File: src/rtl/rst_seq_pkg.sv
// Shared types and default sizing for the reset sequencer.
// The state encoding is fixed so debug tools can decode the raw state register.
package rst_seq_pkg;

    typedef enum logic [1:0] {
        ST_HOLD   = 2'd0,
        ST_PERIPH = 2'd1,
        ST_RUN    = 2'd2,
        ST_SOFT   = 2'd3
    } rst_seq_state_e;

    localparam int SYNC_STAGES_DEF    = 2;
    localparam int STRETCH_CYCLES_DEF = 1024;
    localparam int STAGE_GAP_DEF      = 16;

    function automatic int max_i(input int a, input int b);
        return (a > b) ? a : b;
    endfunction

endpackage

File: src/rtl/rst_seq_sys_if.sv
// Soft-reset handshake and staged reset outputs of the reset sequencer.
// The sequencer uses the slave modport; the consumer of the resets uses master.
interface rst_seq_sys_if;
    logic soft_rst_req_i;
    logic soft_rst_ack_o;
    logic rst_periph_n_o;
    logic rst_core_n_o;
    logic rst_done_o;
    logic rst_cause_soft_o;

    modport slave (
        input  soft_rst_req_i,
        output soft_rst_ack_o,
        output rst_periph_n_o,
        output rst_core_n_o,
        output rst_done_o,
        output rst_cause_soft_o
    );

    modport master (
        output soft_rst_req_i,
        input  soft_rst_ack_o,
        input  rst_periph_n_o,
        input  rst_core_n_o,
        input  rst_done_o,
        input  rst_cause_soft_o
    );
endinterface

File: src/rtl/rst_seq_sys_rst_sync.sv
// Reset synchronizer: asserts asynchronously, releases after STAGES clock edges.
module rst_sync #(
    parameter int STAGES = 2
) (
    input  logic clk_sys,
    input  logic rst_async_n_i,
    output logic rst_sync_n_o
);

    logic [STAGES-1:0] sync_q;

    always_ff @(posedge clk_sys or negedge rst_async_n_i) begin
        if (!rst_async_n_i) begin
            sync_q <= '0;
        end else begin
            sync_q <= {sync_q[STAGES-2:0], 1'b1};
        end
    end

    assign rst_sync_n_o = sync_q[STAGES-1];

endmodule

File: src/rtl/rst_seq_sys.sv
// Reset sequencer: stretches a synchronized hard reset, releases peripherals then the
// core, and replays the sequence on a software reset request accepted in RUN.
module rst_seq_sys
    import rst_seq_pkg::*;
#(
    parameter int SYNC_STAGES    = SYNC_STAGES_DEF,
    parameter int STRETCH_CYCLES = STRETCH_CYCLES_DEF,
    parameter int STAGE_GAP      = STAGE_GAP_DEF
) (
    input  logic          clk_sys,
    input  logic          rst_sys_n,
    rst_seq_sys_if.slave  bus
);

    localparam int CNT_W = $clog2(max_i(STRETCH_CYCLES, STAGE_GAP) + 1);
    localparam logic [CNT_W-1:0] STRETCH_LAST = CNT_W'(STRETCH_CYCLES - 1);
    localparam logic [CNT_W-1:0] GAP_LAST     = CNT_W'(STAGE_GAP - 1);

    generate
        if (SYNC_STAGES < 2 || STRETCH_CYCLES < 1 || STAGE_GAP < 1) begin : g_bad_param
            $error("rst_seq_sys: illegal parameters SYNC_STAGES=%0d STRETCH_CYCLES=%0d STAGE_GAP=%0d",
                   SYNC_STAGES, STRETCH_CYCLES, STAGE_GAP);
        end
    endgenerate

    logic           rst_sync_n;
    rst_seq_state_e state_q, state_d;
    logic [CNT_W-1:0] cnt_q, cnt_d;
    logic           req_q;
    logic           soft_edge;
    logic           periph_n_q;
    logic           core_n_q;
    logic           done_q;
    logic           ack_q;
    logic           cause_soft_q;

    rst_sync #(
        .STAGES (SYNC_STAGES)
    ) u_rst_sync (
        .clk_sys       (clk_sys),
        .rst_async_n_i (rst_sys_n),
        .rst_sync_n_o  (rst_sync_n)
    );

    assign soft_edge = bus.soft_rst_req_i & ~req_q;

    always_comb begin
        state_d = state_q;
        cnt_d   = cnt_q;
        case (state_q)
            ST_HOLD: begin
                if (rst_sync_n) begin
                    if (cnt_q == STRETCH_LAST) begin
                        state_d = ST_PERIPH;
                        cnt_d   = '0;
                    end else begin
                        cnt_d = cnt_q + 1'b1;
                    end
                end
            end
            ST_PERIPH: begin
                if (cnt_q == GAP_LAST) begin
                    state_d = ST_RUN;
                    cnt_d   = '0;
                end else begin
                    cnt_d = cnt_q + 1'b1;
                end
            end
            ST_RUN: begin
                if (soft_edge) begin
                    state_d = ST_SOFT;
                    cnt_d   = '0;
                end
            end
            ST_SOFT: begin
                state_d = ST_HOLD;
                cnt_d   = '0;
            end
            default: begin
                state_d = ST_HOLD;
                cnt_d   = '0;
            end
        endcase
    end

    // FSM flops release straight off rst_sys_n; rst_sync_n is still low at that
    // moment so HOLD cannot advance on a marginal release edge.
    always_ff @(posedge clk_sys or negedge rst_sys_n) begin
        if (!rst_sys_n) begin
            state_q      <= ST_HOLD;
            cnt_q        <= '0;
            req_q        <= 1'b0;
            periph_n_q   <= 1'b0;
            core_n_q     <= 1'b0;
            done_q       <= 1'b0;
            ack_q        <= 1'b0;
            cause_soft_q <= 1'b0;
        end else begin
            state_q      <= state_d;
            cnt_q        <= cnt_d;
            req_q        <= bus.soft_rst_req_i;
            periph_n_q   <= (state_d == ST_PERIPH) || (state_d == ST_RUN);
            core_n_q     <= (state_d == ST_RUN);
            done_q       <= (state_d == ST_RUN);
            ack_q        <= (state_d == ST_SOFT);
            cause_soft_q <= cause_soft_q | (state_d == ST_SOFT);
        end
    end

    assign bus.rst_periph_n_o   = periph_n_q;
    assign bus.rst_core_n_o     = core_n_q;
    assign bus.rst_done_o       = done_q;
    assign bus.soft_rst_ack_o   = ack_q;
    assign bus.rst_cause_soft_o = cause_soft_q;

endmodule

File: src/flat_wrapper.sv
// flat-port wrapper written by rule: the top's interface ports become plain ports
module rst_seq_sys_flat import rst_seq_pkg::*;
#(
    parameter int SYNC_STAGES    = SYNC_STAGES_DEF,
    parameter int STRETCH_CYCLES = STRETCH_CYCLES_DEF,
    parameter int STAGE_GAP      = STAGE_GAP_DEF
)
  (clk_sys, rst_sys_n, bus_soft_rst_req_i, bus_soft_rst_ack_o, bus_rst_periph_n_o, bus_rst_core_n_o, bus_rst_done_o, bus_rst_cause_soft_o);
  rst_seq_sys_if bus_i ();
  input  logic clk_sys;
  input  logic rst_sys_n;
  input wire logic [$bits(bus_i.soft_rst_req_i)-1:0] bus_soft_rst_req_i;
  output wire logic [$bits(bus_i.soft_rst_ack_o)-1:0] bus_soft_rst_ack_o;
  output wire logic [$bits(bus_i.rst_periph_n_o)-1:0] bus_rst_periph_n_o;
  output wire logic [$bits(bus_i.rst_core_n_o)-1:0] bus_rst_core_n_o;
  output wire logic [$bits(bus_i.rst_done_o)-1:0] bus_rst_done_o;
  output wire logic [$bits(bus_i.rst_cause_soft_o)-1:0] bus_rst_cause_soft_o;
  assign bus_i.soft_rst_req_i = bus_soft_rst_req_i;
  assign bus_soft_rst_ack_o = bus_i.soft_rst_ack_o;
  assign bus_rst_periph_n_o = bus_i.rst_periph_n_o;
  assign bus_rst_core_n_o = bus_i.rst_core_n_o;
  assign bus_rst_done_o = bus_i.rst_done_o;
  assign bus_rst_cause_soft_o = bus_i.rst_cause_soft_o;
  rst_seq_sys #(.SYNC_STAGES(SYNC_STAGES), .STRETCH_CYCLES(STRETCH_CYCLES), .STAGE_GAP(STAGE_GAP)) u_core (.clk_sys(clk_sys), .rst_sys_n(rst_sys_n), .bus(bus_i));
endmodule
File: config.mk
export PLATFORM = sky130hd
export DESIGN_NAME = rst_seq_sys_flat
export DESIGN_NICKNAME = d
export VERILOG_FILES = /design/src/rtl/rst_seq_pkg.sv /design/src/rtl/rst_seq_sys_if.sv /design/src/rtl/rst_seq_sys_rst_sync.sv /design/src/rtl/rst_seq_sys.sv /design/src/flat_wrapper.sv
export SDC_FILE = /design/constraint.sdc
export NUM_CORES = 1
export LEC_CHECK = 0
export ABC_AREA = 1
export CORE_MARGIN = 1
export CORE_UTILIZATION = 60
export DETAILED_ROUTE_END_ITERATION = 7
export PLACE_DENSITY_LB_ADDON = 0.15
export SLEW_MARGIN = 5
export SYNTH_ARGS = -nofsm -noshare
export SYNTH_HDL_FRONTEND = slang
export SYNTH_SLANG_ARGS = --single-unit
File: constraint.sdc
create_clock -name clk_sys -period 4.39 [get_ports clk_sys]
set_input_delay 0.6585 -clock clk_sys [delete_from_list [all_inputs] [get_ports clk_sys]]
set_output_delay 0.6585 -clock clk_sys [all_outputs]
set_load 0.03 [all_outputs]
==> flow_summary_export.csv, run 1 <==
group,metric,value,unit
timing,relSlewSlack,42.2,%
power,p_sw,116,uW
timing,max_freq,0.505,GHz
drt,num_vias,791,
clock_network,ctsHoldBuffers,0,
floorplan,coreArea,1560,um2
place,place_congestion,0.849,
finish,final_common_cell,"nand2_1",
grt,antenna_found_initial,0,
synthesis,syn_area,1040,um2
drt,wl,1800,um
setup_path,critical-path-top-delay-family,"buffers and inverters",
flow_run,maxCapViolations,0,
floorplan,start_util,66.6,%
setup_path,reg2reg_setup_slack,2490,ps
place,dp_cells,149,
power,vdd_drop_max,0.245,mV
timing,setup_violations,0,
timing,maxSlewViolCount,0,
floorplan,die_y,43.6,um
run_status,violations,"DRC",
hold_path,hold_path_class,"flop to flop",
power,p_sw_share,30.0,%
synthesis,ys_ff_latch,20,
finish,n_antenna_cell,0,
timing,worst_slew_pin_slew,865,ps
floorplan,rows,14,
finish,fin_cells,152,
power,p_per_area,338,nW/um2
clock_network,clk-insertion-delay-late,290,ps
finish,drive_gt1_share,14.7,%
drt,drc,1,
setup_path,crit_chain,"clkdlybuf4s50_1",
clock_network,cts_root_buf,"clkbuf_4",
finish,final_cell_mix,"nand2_1 (32), dfrtp_1 (20), inv_1 (19)",
grt,grt_usage,22.3,%
synthesis,avgSynthCellArea,8.18,um2
power,pwr-share-comb,18.7,%
power,p_leak,0.608,nW
setup_path,required,3730,ps
setup_path,timing.rr.start,"u_core.cnt_q[0]",
grt,grt_pass1_wl,3070,um
place,dp_hpwl,1370,um
hold_path,holdPathEnd,"u_core.u_rst_sync.sync_q[1]",
timing,rsz0062_at_grt,"no",
setup_path,path_class,"flop to primary output",
clock_network,numCtsBuffers,3,
timing,finalSetupTns,0,ps
drt,drt_iter0_drc,17,
clock_network,post-cts-setup-buffers,0,
setup_path,rr_worst_depth,10,
setup_path,crit_path_max_fanout,2,
run_status,status,"finished, violations left",
timing,finalHoldViolCount,0,
floorplan,io_pins,8,
setup_path,r2r-end,"u_core.bus.rst_cause_soft_o",
power,clkPwrFrac,21.1,%
setup_path,path_buf_inv,1,
setup_path,arrival,1320,ps
place,placed_cell_area,1120,um2
hold_path,hold_depth,0,
synthesis,synth_warnings,0,
place,portBuffers,7,
floorplan,dieWidth,43.6,um
setup_path,max_stage_delay,670,ps
grt,overflow,0,
setup_path,crit_path_end_kind,"primary output",
power,p_int,271,uW
clock_network,cts_tree,"yes",
setup_path,start_kind,"flop",
finish,area_growth,10.1,%
finish,fin_area,1140,um2
finish,nets,144,
clock_network,clock_sinks,20,
drt,dr.pass1.iters,6,
floorplan,dieArea,1900,um2
setup_path,cpMaxStageDelayCell,"clkdlybuf4s50_1",
hold_path,hp-start,"u_core.u_rst_sync.sync_q[0]",
timing,timing.hold.ws,370,ps
power,seqPwrFrac,60.2,%
timing,clock_skew,2.69,ps
clock_network,path_clk_slew,100,ps
drt,wl_per_cell,11.8,um
synthesis,synth_nets,133,
clock_network,ctsLongestPathBuffers,2,
grt,grt_pass1_vias,743,
timing,post-route-period-util,45.1,%
clock_network,cts_resized,0,
drt,ant_nets,0,
grt,grt_start_max_net_pins,21,
clock_network,htree_levels,1,
synthesis,seq_area_frac_synth,48.2,%
synthesis,ys_types,24,
synthesis,postSynthCellCount,127,
drt,via_per_inst,5.20,
timing,period_minus_slack,1980,ps
-- synthesized netlist by cell type --
cell / number / area [um2]
nor2_4: 1 / 11.3
nor2_2: 5 / 31.3
a21oi_1: 1 / 5.00
buf_4: 1 / 7.51
nand3_2: 3 / 30.0
nand2_4: 1 / 11.3
nor3_1: 1 / 5.00
xnor2_1: 1 / 8.76
a31o_2: 1 / 8.76
or2_2: 1 / 6.26
nand4_1: 1 / 6.26
o21ai_0: 2 / 10.0
dfrtp_1: 20 / 500
conb_1: 1 / 3.75
o2111ai_1: 1 / 8.76
nand2_2: 3 / 18.8
inv_1: 19 / 71.3
ha_1: 3 / 37.5
nor2_1: 15 / 56.3
nand2_1: 32 / 120
xor2_1: 2 / 17.5
inv_2: 2 / 7.51
nand3_1: 8 / 40.0
o21bai_1: 2 / 15.0
-- final cells by class --
class | instances | area, um2
clock buffer | 3 | 22.5
fill | 124 | 415
inverter | 21 | 78.8
multi-input combinational | 85 | 452
sequential | 20 | 500
tap | 16 | 20.0
timing repair buffer | 7 | 70.1
-- logic make-up after synthesis --
logic type | synth area share, %
other cells | 0.361
simple gates | 32.4
flops | 48.2
compound gates | 4.58
xor+xnor | 2.53
buf+inv | 8.31
fa+ha+maj | 3.61
-- state kept, by name (all words and copies together) (netlist names) --
signal                       flops
u_core.bus.rst_periph_n_o        1
u_core.req_q                     1
u_core.bus.soft_rst_ack_o        1
u_core.cnt_q                    11
u_core.state_q                   2
u_core.bus.rst_cause_soft_o      1
u_core.u_rst_sync.sync_q         2
u_core.bus.rst_core_n_o          1
-- stage by stage --
stage / utilization, % / setup WS (ps) / total power, mW
final: 73.4 / 2410 / 0.387
after global placement: 71.9 / 2410 / 0.306
after CTS: 73.4 / 2390 / 0.391
after floorplan: - / 2680 / 0.290
after global routing: 73.4 / 2350 / 0.412
after detailed placement: 71.9 / 2340 / 0.309
-- routing by layer --
metal | vias to the layer above | track usage (%) | routed length, um
met3 | 7 | 2.50 | 49
met5 | - | 0 | 0
met1 | 361 | 28.7 | 832
met4 | 0 | 11.3 | 46
met2 | 18 | 37.3 | 870
li1 | 405 | - | -
-- worst max-delay path by stage --
stage | from | to | depth (start not counted)
2_1_floorplan | u_core.cnt_q[0] | u_core.bus.rst_cause_soft_o | 10
3_3_place_gp | bus_soft_rst_req_i | u_core.bus.rst_cause_soft_o | 7
3_5_place_dp | bus_soft_rst_req_i | u_core.bus.rst_cause_soft_o | 7
4_1_cts | u_core.bus.rst_cause_soft_o | bus_rst_cause_soft_o | 1
5_1_grt | u_core.cnt_q[1] | u_core.bus.rst_cause_soft_o | 10
6_report | u_core.bus.rst_core_n_o | bus_rst_done_o | 1
-- worst register-to-register path: stages (launching register included) --
cell and delay [ps]:
dfrtp_1 400, ha_1 210, nand3_2 130, nor2_1 170
nand2_1 90, nand2_2 90, nand2_1 80, nor2_2 100
nor2_2 60, ha_1 180, or2_2 290
-- power by group through the flow --
stage | clock [mW] | sequential, mW | combinational (mW)
after floorplan | 0 | 0.231 | 0.0590
after global routing | 0.0908 | 0.236 | 0.0852
after CTS | 0.0848 | 0.233 | 0.0731
final | 0.0816 | 0.233 | 0.0723
after detailed placement | 0 | 0.237 | 0.0722
after global placement | 0 | 0.235 | 0.0711
Note: power is estimated with default switching activity, not from simulation.
==> run 2, diff against run 1 <==
--- a/config.mk
+++ b/config.mk
@@ -7,7 +7,7 @@
 export LEC_CHECK = 0
 export ABC_AREA = 1
 export CORE_MARGIN = 1
-export CORE_UTILIZATION = 60
+export CORE_UTILIZATION = 50
 export DETAILED_ROUTE_END_ITERATION = 7
 export PLACE_DENSITY_LB_ADDON = 0.15
 export SLEW_MARGIN = 5
==> constraint.sdc (replaced) <==
create_clock -name clk_sys -period 1.6 [get_ports clk_sys]
set_input_delay 0.24 -clock clk_sys [delete_from_list [all_inputs] [get_ports clk_sys]]
set_output_delay 0.24 -clock clk_sys [all_outputs]
set_load 0.03 [all_outputs]
==> flow_summary_export.csv, run 2 (synthesis results as in run 1) <==
group,metric,value,unit
grt,grt_pass1_wl,3150,um
place,placed_cell_area,1240,um2
setup_path,path_class,"flop to flop",
flow_run,maxCapViolations,0,
clock_network,numCtsBuffers,3,
place,portBuffers,7,
floorplan,dieArea,2260,um2
finish,n_antenna_cell,0,
power,p_int,816,uW
timing,timing.final.ws_setup,2.48,ps
drt,dr.pass1.iters,4,
finish,final_common_cell,"nand2_1",
setup_path,crit_path_end_kind,"flop",
drt,ant_nets,0,
setup_path,timing.rr.start,"u_core.cnt_q[1]",
drt,wl_per_cell,10.8,um
power,p_sw_share,31.7,%
finish,top_register,"u_core.cnt_q",
finish,post-route-util,68.2,%
power,p_total,1.20,mW
timing,post-route-period-util,99.8,%
finish,nFillCells,170,
finish,regArea,500,um2
clock_network,cts_tree,"yes",
setup_path,crit_path_max_fanout,4,
grt,antenna_found_initial,0,
finish,area_growth,28.8,%
setup_path,max_stage_delay,400,ps
setup_path,r2r-end,"u_core.bus.rst_core_n_o",
grt,grt_usage,20.1,%
setup_path,rr_worst_depth,10,
finish,drive_gt1_share,27.0,%
power,clkPwrFrac,19.0,%
finish,final_cell_mix,"nand2_1 (31), dfrtp_1 (20), inv_1 (19)",
finish,nets,160,
timing,setup_violations,0,
drt,num_vias,838,
setup_path,crit_chain,"ha_4 > nand3_4 > nor2_4 > nand3_2 > nand2_1 > nand2_1 > nor2_2 > buf_4 > inv_1 > ha_1",
floorplan,dieWidth,47.6,um
power,vdd_drop_max,0.646,mV
clock_network,path_clk_slew,100,ps
floorplan,coreArea,1960,um2
drt,drt_iter0_drc,9,
power,p_per_area,894,nW/um2
timing,period_minus_slack,1600,ps
floorplan,rows,16,
power,pwr-share-comb,27.7,%
finish,fin_area,1340,um2
clock_network,ctsLongestPathBuffers,2,
setup_path,arrival,1780,ps
power,seqPwrFrac,53.3,%
floorplan,io_pins,8,
setup_path,cpMaxStageDelayCell,"dfrtp_1",
timing,rsz0062_at_grt,"yes",
drt,via_per_inst,4.68,
power,p_leak,0.722,nW
grt,overflow,0,
setup_path,path_buf_inv,2,
drt,drc,0,
timing,maxSlewViolCount,0,
clock_network,clk-insertion-delay-late,290,ps
timing,max_freq,0.626,GHz
drt,wl,1940,um
power,p_sw,379,uW
grt,grt_start_max_net_pins,21,
timing,finalHoldViolCount,0,
finish,multi_input_area,507,um2
hold_path,hold_path_class,"input pin to asynchronous set/reset pin",
clock_network,cts_root_buf,"clkbuf_4",
clock_network,ctsHoldBuffers,0,
place,place_congestion,0.819,
place,dp_hpwl,1540,um
floorplan,die_y,47.6,um
setup_path,required,1790,ps
clock_network,clock_sinks,20,
floorplan,start_util,52.9,%
timing,clock_skew,4.11,ps
setup_path,reg2reg_setup_slack,2,ps
finish,reg.largest.list,"u_core.cnt_q x11, u_core.state_q x2, u_core.u_rst_sync.sync_q x2",
setup_path,path_common_cell,"nand2_1",
clock_network,htree_levels,1,
setup_path,start_kind,"flop",
setup_path,critical-path-top-delay-family,"simple AND/OR/NAND/NOR gates",
place,place_ws,-77.3,ps
finish,largest_register_ffs,11,
grt,grt_pass1_vias,744,
run_status,status,"finished clean",
## run 2: cell types whose count changed in the layout (fill, tap and decap cells not counted), moves of 2 or more
| cell | delta |
|---|---|
| ha_4 | +2 |
| buf_4 | +16 |
| ha_1 | -2 |
| nor2_4 | +2 |
| dlymetal6s2s_1 | +2 |
| clkdlybuf4s50_1 | -2 |
## run 2: area by class of cell
type                    instances  area share [%]
flip-flops and latches         20            37.4
well taps                      27            2.53
clock buffers                   3            1.68
repair buffers                 23            14.6
multi-input cells              85            37.9
inverters                      21            5.89
## run 2: worst max path at each step
stage / startpoint / to / slack, ps / depth (start not counted)
floorplan: u_core.cnt_q[1] / u_core.bus.rst_cause_soft_o / -10 / 10
global placement: u_core.cnt_q[1] / u_core.bus.rst_cause_soft_o / -30 / 10
detailed placement: u_core.cnt_q[1] / u_core.bus.rst_cause_soft_o / -80 / 10
CTS: u_core.cnt_q[0] / u_core.bus.rst_cause_soft_o / -8 / 10
global route: u_core.cnt_q[1] / u_core.bus.rst_cause_soft_o / -150 / 10
finish: u_core.cnt_q[1] / u_core.bus.rst_core_n_o / 2 / 10
## run 2: routing by layer
layer	vias up	GRT usage [%]	wire (um)
li1	437	-	-
met1	385	27.8	933
met2	12	32.1	913
met3	4	2.26	66
met4	0	8.33	26
met5	-	0	0
## run 2: power by group through the flow
stage          Combinational, mW  Clock, mW  Sequential, mW
2_1_floorplan              0.166          0           0.634
3_3_place_gp               0.286          0           0.631
3_5_place_dp               0.297          0           0.633
4_1_cts                    0.332      0.242           0.636
5_1_grt                    0.379      0.255           0.649
6_report                   0.331      0.227           0.637
## run 2: worst register-to-register path, delay by kind of cell (launching register included)
family        cells  cell delay (ps)
fa+ha+maj         2              330
buf+inv           2              170
simple gates      6              590
flops             1              400
## run 2: through the flow
| step | setup TNS, ps | hold WS [ps] | cells |
|---|---|---|---|
| after floorplan | -10.1 | -55.6 | 127 |
| after global placement | -32.8 | 336 | 173 |
| after detailed placement | -77.3 | 339 | 173 |
| after CTS | -8.01 | 269 | 178 |
| after global routing | -263 | 307 | 179 |
| final | 0 | 267 | 179 |
## run 2: timing repair
| action | 4_1_cts | 5_1_grt |
|---|---|---|
| gates cloned | 0 | 0 |
| pin swaps | 6 | 2 |
| gates resized for setup | 3 | 5 |
| endpoints found under the setup margin | 2 | 5 |
| setup buffers | 2 | 1 |
==> run 3, diff against run 2 <==
--- a/config.mk
+++ b/config.mk
@@ -6,6 +6,7 @@
 export NUM_CORES = 1
 export LEC_CHECK = 0
 export ABC_AREA = 1
+export ABC_CLOCK_PERIOD_IN_PS = 1600
 export CORE_MARGIN = 1
 export CORE_UTILIZATION = 50
 export DETAILED_ROUTE_END_ITERATION = 7
==> results of run 3 <==
Same layout as run 2: the final DEF is identical, and so are final timing and power.
